[src/rtl/mfp_xadc_drp_reader_if.sv]
// -----------------------------------------------------------------------------
// mfp_xadc_drp_reader_if
// DRP (dynamic reconfiguration port) bundle between the XADC result reader and
// the XADC primitive.
//   daddr   : 7-bit DRP address          (reader -> XADC)
//   den     : DRP enable, 1-cycle strobe (reader -> XADC)
//   dwe     : DRP write enable           (reader -> XADC)
//   di      : DRP write data             (reader -> XADC)
//   do_data : DRP read data, valid with drdy (XADC -> reader); the primitive's
//             pin is called DO, which is a reserved word in SystemVerilog
//   drdy    : DRP data ready, 1-cycle pulse  (XADC -> reader)
// Modports: master = reader side, slave = XADC / DRP model side.
// -----------------------------------------------------------------------------
interface mfp_xadc_drp_reader_if;
  logic [6:0]  daddr;
  logic        den;
  logic        dwe;
  logic [15:0] di;
  logic [15:0] do_data;
  logic        drdy;

  modport master (
    output daddr, den, dwe, di,
    input  do_data, drdy
  );

  modport slave (
    input  daddr, den, dwe, di,
    output do_data, drdy
  );
endinterface

[src/rtl/mfp_xadc_drp_reader.sv]
// -----------------------------------------------------------------------------
// mfp_xadc_drp_reader
// Producer side of the XADC result path. On each end-of-conversion pulse it
// reads two XADC status registers over DRP (channel A, then channel B) and
// publishes both 12-bit codes together as analog_result = {resultB, resultA}.
// Both halves change on the same edge, so a reader never sees a mixed pair.
//
// Parameters:
//   ADDR_A  : DRP address of channel A (lands in analog_result[11:0])
//   ADDR_B  : DRP address of channel B (lands in analog_result[23:12])
//   TIMEOUT : cycles to wait for drdy after a den strobe (>= 2)
// Ports:
//   HCLK, HRESETn : clock, asynchronous active-low reset
//   eoc           : end-of-conversion pulse (synchronous to HCLK)
//   drp           : DRP master port (daddr/den/dwe/di out, do_data/drdy in)
//   analog_result : {resultB, resultA}, holds between commits
//   result_valid  : 1-cycle pulse after analog_result updates
//   busy          : high whenever the sequencer is not idle
//   timeout_err   : sticky DRP timeout flag, cleared only by reset
//   sample_count  : number of committed pairs, wraps at 16 bits
// -----------------------------------------------------------------------------
module mfp_xadc_drp_reader #(
  parameter logic [6:0]  ADDR_A  = 7'h16,
  parameter logic [6:0]  ADDR_B  = 7'h1E,
  parameter int unsigned TIMEOUT = 64
) (
  input  logic                          HCLK,
  input  logic                          HRESETn,
  input  logic                          eoc,
  mfp_xadc_drp_reader_if.master         drp,
  output logic [23:0]                   analog_result,
  output logic                          result_valid,
  output logic                          busy,
  output logic                          timeout_err,
  output logic [15:0]                   sample_count
);

  // $clog2(TIMEOUT) bits always hold TIMEOUT-1, the largest value loaded.
  localparam int TW = (TIMEOUT > 2) ? $clog2(TIMEOUT) : 1;
  localparam logic [TW-1:0] TMO_LOAD = TW'(TIMEOUT - 1);

  typedef enum logic [2:0] {
    IDLE,
    RD_A,
    WAIT_A,
    RD_B,
    WAIT_B,
    COMMIT
  } state_t;

  state_t          state_reg, state_next;
  logic            pending_reg, pending_next;
  logic [TW-1:0]   tmo_reg, tmo_next;
  logic [11:0]     tmp_a_reg, tmp_a_next;
  logic [11:0]     tmp_b_reg, tmp_b_next;
  logic [6:0]      daddr_reg, daddr_next;
  logic [23:0]     result_reg, result_next;
  logic            valid_reg, valid_next;
  logic            err_reg, err_next;
  logic [15:0]     sample_count_reg, sample_count_next;
  logic            den;

  // The low nibble of the status registers carries no conversion data.
  logic            do_low_unused;
  assign do_low_unused = ^drp.do_data[3:0];

  // ---------------------------------------------------------------------------
  // Next-state and output logic
  // ---------------------------------------------------------------------------
  always_comb begin
    state_next        = state_reg;
    pending_next      = pending_reg;
    tmo_next          = tmo_reg;
    tmp_a_next        = tmp_a_reg;
    tmp_b_next        = tmp_b_reg;
    daddr_next        = daddr_reg;
    result_next       = result_reg;
    valid_next        = 1'b0;
    err_next          = err_reg;
    sample_count_next = sample_count_reg;
    den               = 1'b0;

    // A conversion finishing while a pair is in flight is remembered once;
    // the flag is already set for any further pulses, so those are lost.
    if (eoc && (state_reg != IDLE)) begin
      pending_next = 1'b1;
    end

    unique case (state_reg)
      IDLE: begin
        if (eoc || pending_reg) begin
          pending_next = 1'b0;
          // daddr is registered, so load it on the way into the strobe cycle.
          daddr_next   = ADDR_A;
          state_next   = RD_A;
        end
      end

      RD_A: begin
        den        = 1'b1;
        tmo_next   = TMO_LOAD;
        state_next = WAIT_A;
      end

      WAIT_A: begin
        // drdy is tested before the counter so a response in the final wait
        // cycle is still accepted.
        if (drp.drdy) begin
          tmp_a_next = drp.do_data[15:4];
          daddr_next = ADDR_B;
          state_next = RD_B;
        end else if (tmo_reg == '0) begin
          err_next   = 1'b1;
          state_next = IDLE;
        end else begin
          tmo_next   = tmo_reg - TW'(1);
        end
      end

      RD_B: begin
        den        = 1'b1;
        tmo_next   = TMO_LOAD;
        state_next = WAIT_B;
      end

      WAIT_B: begin
        if (drp.drdy) begin
          tmp_b_next = drp.do_data[15:4];
          state_next = COMMIT;
        end else if (tmo_reg == '0) begin
          // Abandon the whole pair; channel A's capture is simply never used.
          err_next   = 1'b1;
          state_next = IDLE;
        end else begin
          tmo_next   = tmo_reg - TW'(1);
        end
      end

      COMMIT: begin
        result_next       = {tmp_b_reg, tmp_a_reg};
        valid_next        = 1'b1;
        sample_count_next = sample_count_reg + 16'd1;
        state_next        = IDLE;
      end

      default: begin
        state_next = IDLE;
      end
    endcase
  end

  // ---------------------------------------------------------------------------
  // State registers
  // ---------------------------------------------------------------------------
  always_ff @(posedge HCLK or negedge HRESETn) begin
    if (!HRESETn) begin
      state_reg        <= IDLE;
      pending_reg      <= 1'b0;
      tmo_reg          <= '0;
      tmp_a_reg        <= '0;
      tmp_b_reg        <= '0;
      daddr_reg        <= '0;
      result_reg       <= '0;
      valid_reg        <= 1'b0;
      err_reg          <= 1'b0;
      sample_count_reg <= '0;
    end else begin
      state_reg        <= state_next;
      pending_reg      <= pending_next;
      tmo_reg          <= tmo_next;
      tmp_a_reg        <= tmp_a_next;
      tmp_b_reg        <= tmp_b_next;
      daddr_reg        <= daddr_next;
      result_reg       <= result_next;
      valid_reg        <= valid_next;
      err_reg          <= err_next;
      sample_count_reg <= sample_count_next;
    end
  end

  // ---------------------------------------------------------------------------
  // Outputs. den comes straight from state so it drops the moment reset hits.
  // ---------------------------------------------------------------------------
  assign drp.den       = den;
  assign drp.daddr     = daddr_reg;
  assign drp.dwe       = 1'b0;
  assign drp.di        = 16'h0000;

  assign analog_result = result_reg;
  assign result_valid  = valid_reg;
  assign busy          = (state_reg != IDLE);
  assign timeout_err   = err_reg;
  assign sample_count  = sample_count_reg;

endmodule

[src/flat_wrapper.sv]
// flat-port wrapper written by rule: the top's interface ports become plain ports
module mfp_xadc_drp_reader_flat 
#(
  parameter logic [6:0]  ADDR_A  = 7'h16,
  parameter logic [6:0]  ADDR_B  = 7'h1E,
  parameter int unsigned TIMEOUT = 64
)
  (HCLK, HRESETn, eoc, analog_result, result_valid, busy, timeout_err, sample_count, drp_daddr, drp_den, drp_dwe, drp_di, drp_do_data, drp_drdy);
  mfp_xadc_drp_reader_if drp_i ();
  input  logic HCLK;
  input  logic HRESETn;
  input  logic eoc;
  output logic [23:0] analog_result;
  output logic result_valid;
  output logic busy;
  output logic timeout_err;
  output logic [15:0] sample_count;
  output wire logic [$bits(drp_i.daddr)-1:0] drp_daddr;
  output wire logic [$bits(drp_i.den)-1:0] drp_den;
  output wire logic [$bits(drp_i.dwe)-1:0] drp_dwe;
  output wire logic [$bits(drp_i.di)-1:0] drp_di;
  input wire logic [$bits(drp_i.do_data)-1:0] drp_do_data;
  input wire logic [$bits(drp_i.drdy)-1:0] drp_drdy;
  assign drp_daddr = drp_i.daddr;
  assign drp_den = drp_i.den;
  assign drp_dwe = drp_i.dwe;
  assign drp_di = drp_i.di;
  assign drp_i.do_data = drp_do_data;
  assign drp_i.drdy = drp_drdy;
  mfp_xadc_drp_reader #(.ADDR_A(ADDR_A), .ADDR_B(ADDR_B), .TIMEOUT(TIMEOUT)) u_core (.HCLK(HCLK), .HRESETn(HRESETn), .eoc(eoc), .drp(drp_i), .analog_result(analog_result), .result_valid(result_valid), .busy(busy), .timeout_err(timeout_err), .sample_count(sample_count));
endmodule
[config.mk]
export PLATFORM = sky130hd
export DESIGN_NAME = mfp_xadc_drp_reader_flat
export DESIGN_NICKNAME = d
export VERILOG_FILES = /design/src/rtl/mfp_xadc_drp_reader_if.sv /design/src/rtl/mfp_xadc_drp_reader.sv /design/src/flat_wrapper.sv
export SDC_FILE = /design/constraint.sdc
export NUM_CORES = 1
export LEC_CHECK = 0
export CORE_ASPECT_RATIO = 1.1
export CORE_UTILIZATION = 49
export CTS_CLUSTER_DIAMETER = 150
export DETAILED_ROUTE_END_ITERATION = 6
export PLACE_DENSITY = 0.8
export SLEW_MARGIN = 20
export SYNTH_ARGS = -nofsm -noshare
export SYNTH_HDL_FRONTEND = slang
export SYNTH_SLANG_ARGS = --single-unit
[constraint.sdc]
create_clock -name HCLK -period 2 [get_ports HCLK]
set_clock_uncertainty 0.1 [all_clocks]
set_input_delay 0.4 -clock HCLK [delete_from_list [all_inputs] [get_ports HCLK]]
set_output_delay 0.4 -clock HCLK [all_outputs]
set_load 0.02 [all_outputs]
==> metrics.md <==
| Metric | Value |
|---|---|
| Final #Nets | 416 |
| Max FFs per register | 24 |
| CTS clk-pin slew, worst paths | around 0.080 ns |
| CTS tree | done |
| Combinational family with the most area after synthesis | simple AND/OR/NAND/NOR gates |
| Pins Over Slew Limit | 0 |
| Crit path max fanout | 5 |
| H-tree levels | 3 |
| Peak supply drop | approximately 0.8 mV |
| Setup CP Type | reg -> out |
| Sequential area share after synthesis | about 56% |
| Total grt overflow | 0 |
| Slowest cell on crit path | clkdlybuf4s50_1 |
| Leak | 2.134 nW |
| Largest net degree at the start of global routing | 40 |
| Total negative slack | 0 ns |
| Mapped Area | 0.003471 mm^2 |
| Psw | 2.130 mW |
| Switching part of the total | 34.54% |
| Crit path required time | 1.50 ns |
| Die Height | 90.27 um |
| Vias in the first global route | roughly 2400 |
| Antenna diodes | 0 |
| Deepest clock path buffer count | 2 |
| Startpoint Class | register |
| Maxcap violations | 0 |
| Post-Synth XOR/XNOR Area | ~4% |
| FMAX | 523.0 MHz |
| Gp weighted congestion | 0.8200 |
| Top Family by Delay on Critical Path | buffers and inverters |
| Crit. End Element | output port |
| Final Hold Viols | 0 |
| Final Core Density | 65.47% |
| Max incr delay on CP | 0.63 ns |
| Min cycle time layout | around 1.9 ns |
| CTS Sinks | 78 |
| Post-DP HPWL | approximately 4600 um |
| Share of cells above drive strength 1 | between 10% and 20% |
| PortBufs | 63 |
| Core ar. | 0.006710 mm^2 |
| Seq pwr share | 40.7% |
| Initial DRT Pass Iterations | 4 |
| Postcts setup bufs | 0 |
| Vias post-DR | 2403 |
| Clk Latency, worst-skew pair | between 0.3 and 0.4 ns |
| Worst path bufs/invs | 1 |
| Seq cells post-synth | 78 |
| Clk pwr share | 21.7% |
| Synth unique cells | 37 |
| Core Rows | 31 |
| Commonest cells after routing, fill and taps aside | nand2_1, dfrtp_1, clkdlybuf4s50_1, mux2_2, conb_1 |
| Post-DRT Antenna Nets | 0 |
| Worst Reg-to-Reg Cells | 5 |
| Iteration-0 DRC Markers | between 100 and 150 |
| Die Width | 82.25 um |
| Commonest non-fill, non-tap cell in the layout | nand2_1 |
| Final WL | approximately 6600 um |
| # IOs | between 80 and 90 |
| Comb power frac | between 30 and 40% |
| Simple-gate area share of the yosys netlist | 19.03% |
| GRT Overall Usage | around 20% |
| Final hold slack | 0.3212 ns |
| Root buffer cell | clkbuf_8 |
| Initial antenna violation count | 0 |
| Dpl cell area | 0.004150 mm^2 |
| Layout area overhead | 26.57% |
| Post-synthesis mux area share | 8.652% |
| Int Pwr | 4.037 mW |
| Endpoint of the worst-slack reg-to-reg timing path | u_core.sample_count[11]$_DFFE_PN0P_ |
| Wire per inst | roughly 14 um |
| DRC viols | 0 |
| Post-Synth Adder-Cell Area | 1.081% |
| Worst R2R Start | u_core.state_reg[1]$_DFFE_PN0P_ |
| Design area | roughly 0.0044 mm^2 |
| Fillers | 530 |
| Status | finished, final reports clean |
| Complex-gate fraction of the synthesized area | 2.632% |
| YS warnings | 0 |
| Period utilization | 95.61% |
| RSZ-0062 raised after global routing | no |
| Data arrival time of the critical path | 1.41 ns |
| Mean Syn Cell Area | 10.81 um^2 |
| Starting Density | 51.72% |
| Mapped Cells | 321 |
| First-pass GRT wire length | 11210 um |
| Die area | between 0.007 and 0.008 mm^2 |
| # setup viols final | 0 |
| Worst hold path class | in -> async |
| Crit-path cells | clkdlybuf4s50_1 |
| Vias/cell | around 5.0 |
| Flop2flop setup slack | 0.19 ns |
| P per Cell Area | about 1400 mW/mm^2 |
| Cts bufs inserted | 9 |
[worst max-delay path by stage]
stage / startpoint / to / slack (ns) / depth (start not counted)
5_1_grt: u_core.sample_count[11]$_DFFE_PN0P_ / sample_count[11] / 0.02 / 1
3_5_place_dp: drp_drdy / u_core.tmp_a_reg[7]$_DFFE_PN0P_ / 0.09 / 4
3_3_place_gp: drp_drdy / u_core.tmo_reg[4]$_DFFE_PN0P_ / 0.11 / 5
2_1_floorplan: u_core.state_reg[0]$_DFFE_PN0P_ / u_core.tmp_b_reg[10]$_DFFE_PN0P_ / 0.44 / 5
6_report: u_core.sample_count[3]$_DFFE_PN0P_ / sample_count[3] / 0.09 / 1
4_1_cts: u_core.state_reg[2]$_DFFE_PN0P_ / busy / 0.05 / 3
[metrics by stage]
step                total power [mW]  worst slack [ns]  std cells
global route                   6.539           0.01559        480
finish                         6.168           0.08781        480
floorplan                      3.921            0.4441        340
detailed placement             4.881           0.09355        463
CTS                            6.213           0.05055        480
global placement               4.787            0.1149        463
[metal layers]
layer	track usage (%)	vias up	wire (um)
met5	0	-	0
met4	11.26	0	218
met3	5.253	17	313
met2	30.65	73	3193
met1	25.61	1161	2856
li1	-	1152	-
[cells by family (layout without fill, tap and decap cells)]
group                    count (synthesis)  count (layout)
buffers and inverters                   41              99
flip-flops                              78              78
AO/OA/AOI/OAI                           15              15
multiplexers                            27              27
adder cells (fa/ha/maj)                  3               3
AND/OR/NAND/NOR                        140             140
XOR/XNOR                                16              16
other                                    1              20
[power by group through the flow]
stage / Clock [mW] / Combinational (mW) / Sequential [mW]
floorplan: 0 / 1.13 / 2.79
global route: 1.43 / 2.52 / 2.59
detailed placement: 0 / 2.34 / 2.54
global placement: 0 / 2.28 / 2.51
finish: 1.34 / 2.32 / 2.51
CTS: 1.36 / 2.34 / 2.52
[worst register-to-register path: cells and delay by family (launching register included)]
kind                      cells  cell delay (ns)
xor gates and xnor gates      1             0.14
DFF                           1             0.40
buffers and inverters         1             0.17
and+or+nand+nor               3             0.93
[synthesized netlist by cell type]
| library cell | number | area, um^2 |
|---|---|---|
| a2111oi_0 | 1 | 8.760 |
| a21o_1 | 1 | 7.510 |
| a21oi_1 | 2 | 10.01 |
| a22oi_1 | 1 | 7.510 |
| a31oi_1 | 1 | 6.260 |
| a41oi_1 | 1 | 8.760 |
| and3_1 | 6 | 37.54 |
| and3b_1 | 1 | 8.760 |
| and4_1 | 2 | 17.52 |
| buf_2 | 2 | 10.01 |
| buf_4 | 26 | 195.2 |
| buf_6 | 4 | 45.04 |
| clkbuf_1 | 4 | 15.01 |
| clkinv_2 | 1 | 5.000 |
| conb_1 | 1 | 3.750 |
| dfrtp_1 | 78 | 1952 |
| ha_1 | 3 | 37.54 |
| inv_1 | 4 | 15.01 |
| mux2_2 | 24 | 270.3 |
| mux2i_1 | 3 | 30.03 |
| nand2_1 | 89 | 334.1 |
| nand2b_1 | 2 | 12.51 |
| nand3_1 | 6 | 30.03 |
| nand3b_1 | 2 | 15.01 |
| nand3b_4 | 1 | 20.02 |
| nand4_1 | 4 | 25.02 |
| nand4_4 | 1 | 21.27 |
| nor2_1 | 15 | 56.30 |
| nor2b_1 | 2 | 12.51 |
| nor2b_4 | 1 | 13.76 |
| nor3_1 | 4 | 20.02 |
| nor3_2 | 3 | 30.03 |
| o21ai_0 | 7 | 35.03 |
| o21bai_1 | 1 | 7.510 |
| or3_1 | 1 | 6.260 |
| xnor2_1 | 8 | 70.07 |
| xor2_1 | 8 | 70.07 |
[final cells by class]
class                   count  area (um^2)  share of cell area (%)
clock buffers              10        137.6                   3.133
repair buffers             78        777.0                   17.69
well taps                  82        102.6                   2.336
multi-input cells         221         1310                   29.82
clock inverters             6        93.84                   2.136
inverters                   5        20.02                  0.4557
flip-flops and latches     78         1952                   44.43
[what timing repair did]
item / 4_1_cts / 5_1_grt
resized for setup: 3 / 1
hold buffers: 1 / 0
endpoints found under the setup margin: 3 / 1
endpoints found under the hold margin: 10 / 0
Note: power is estimated with default switching activity, not from simulation.
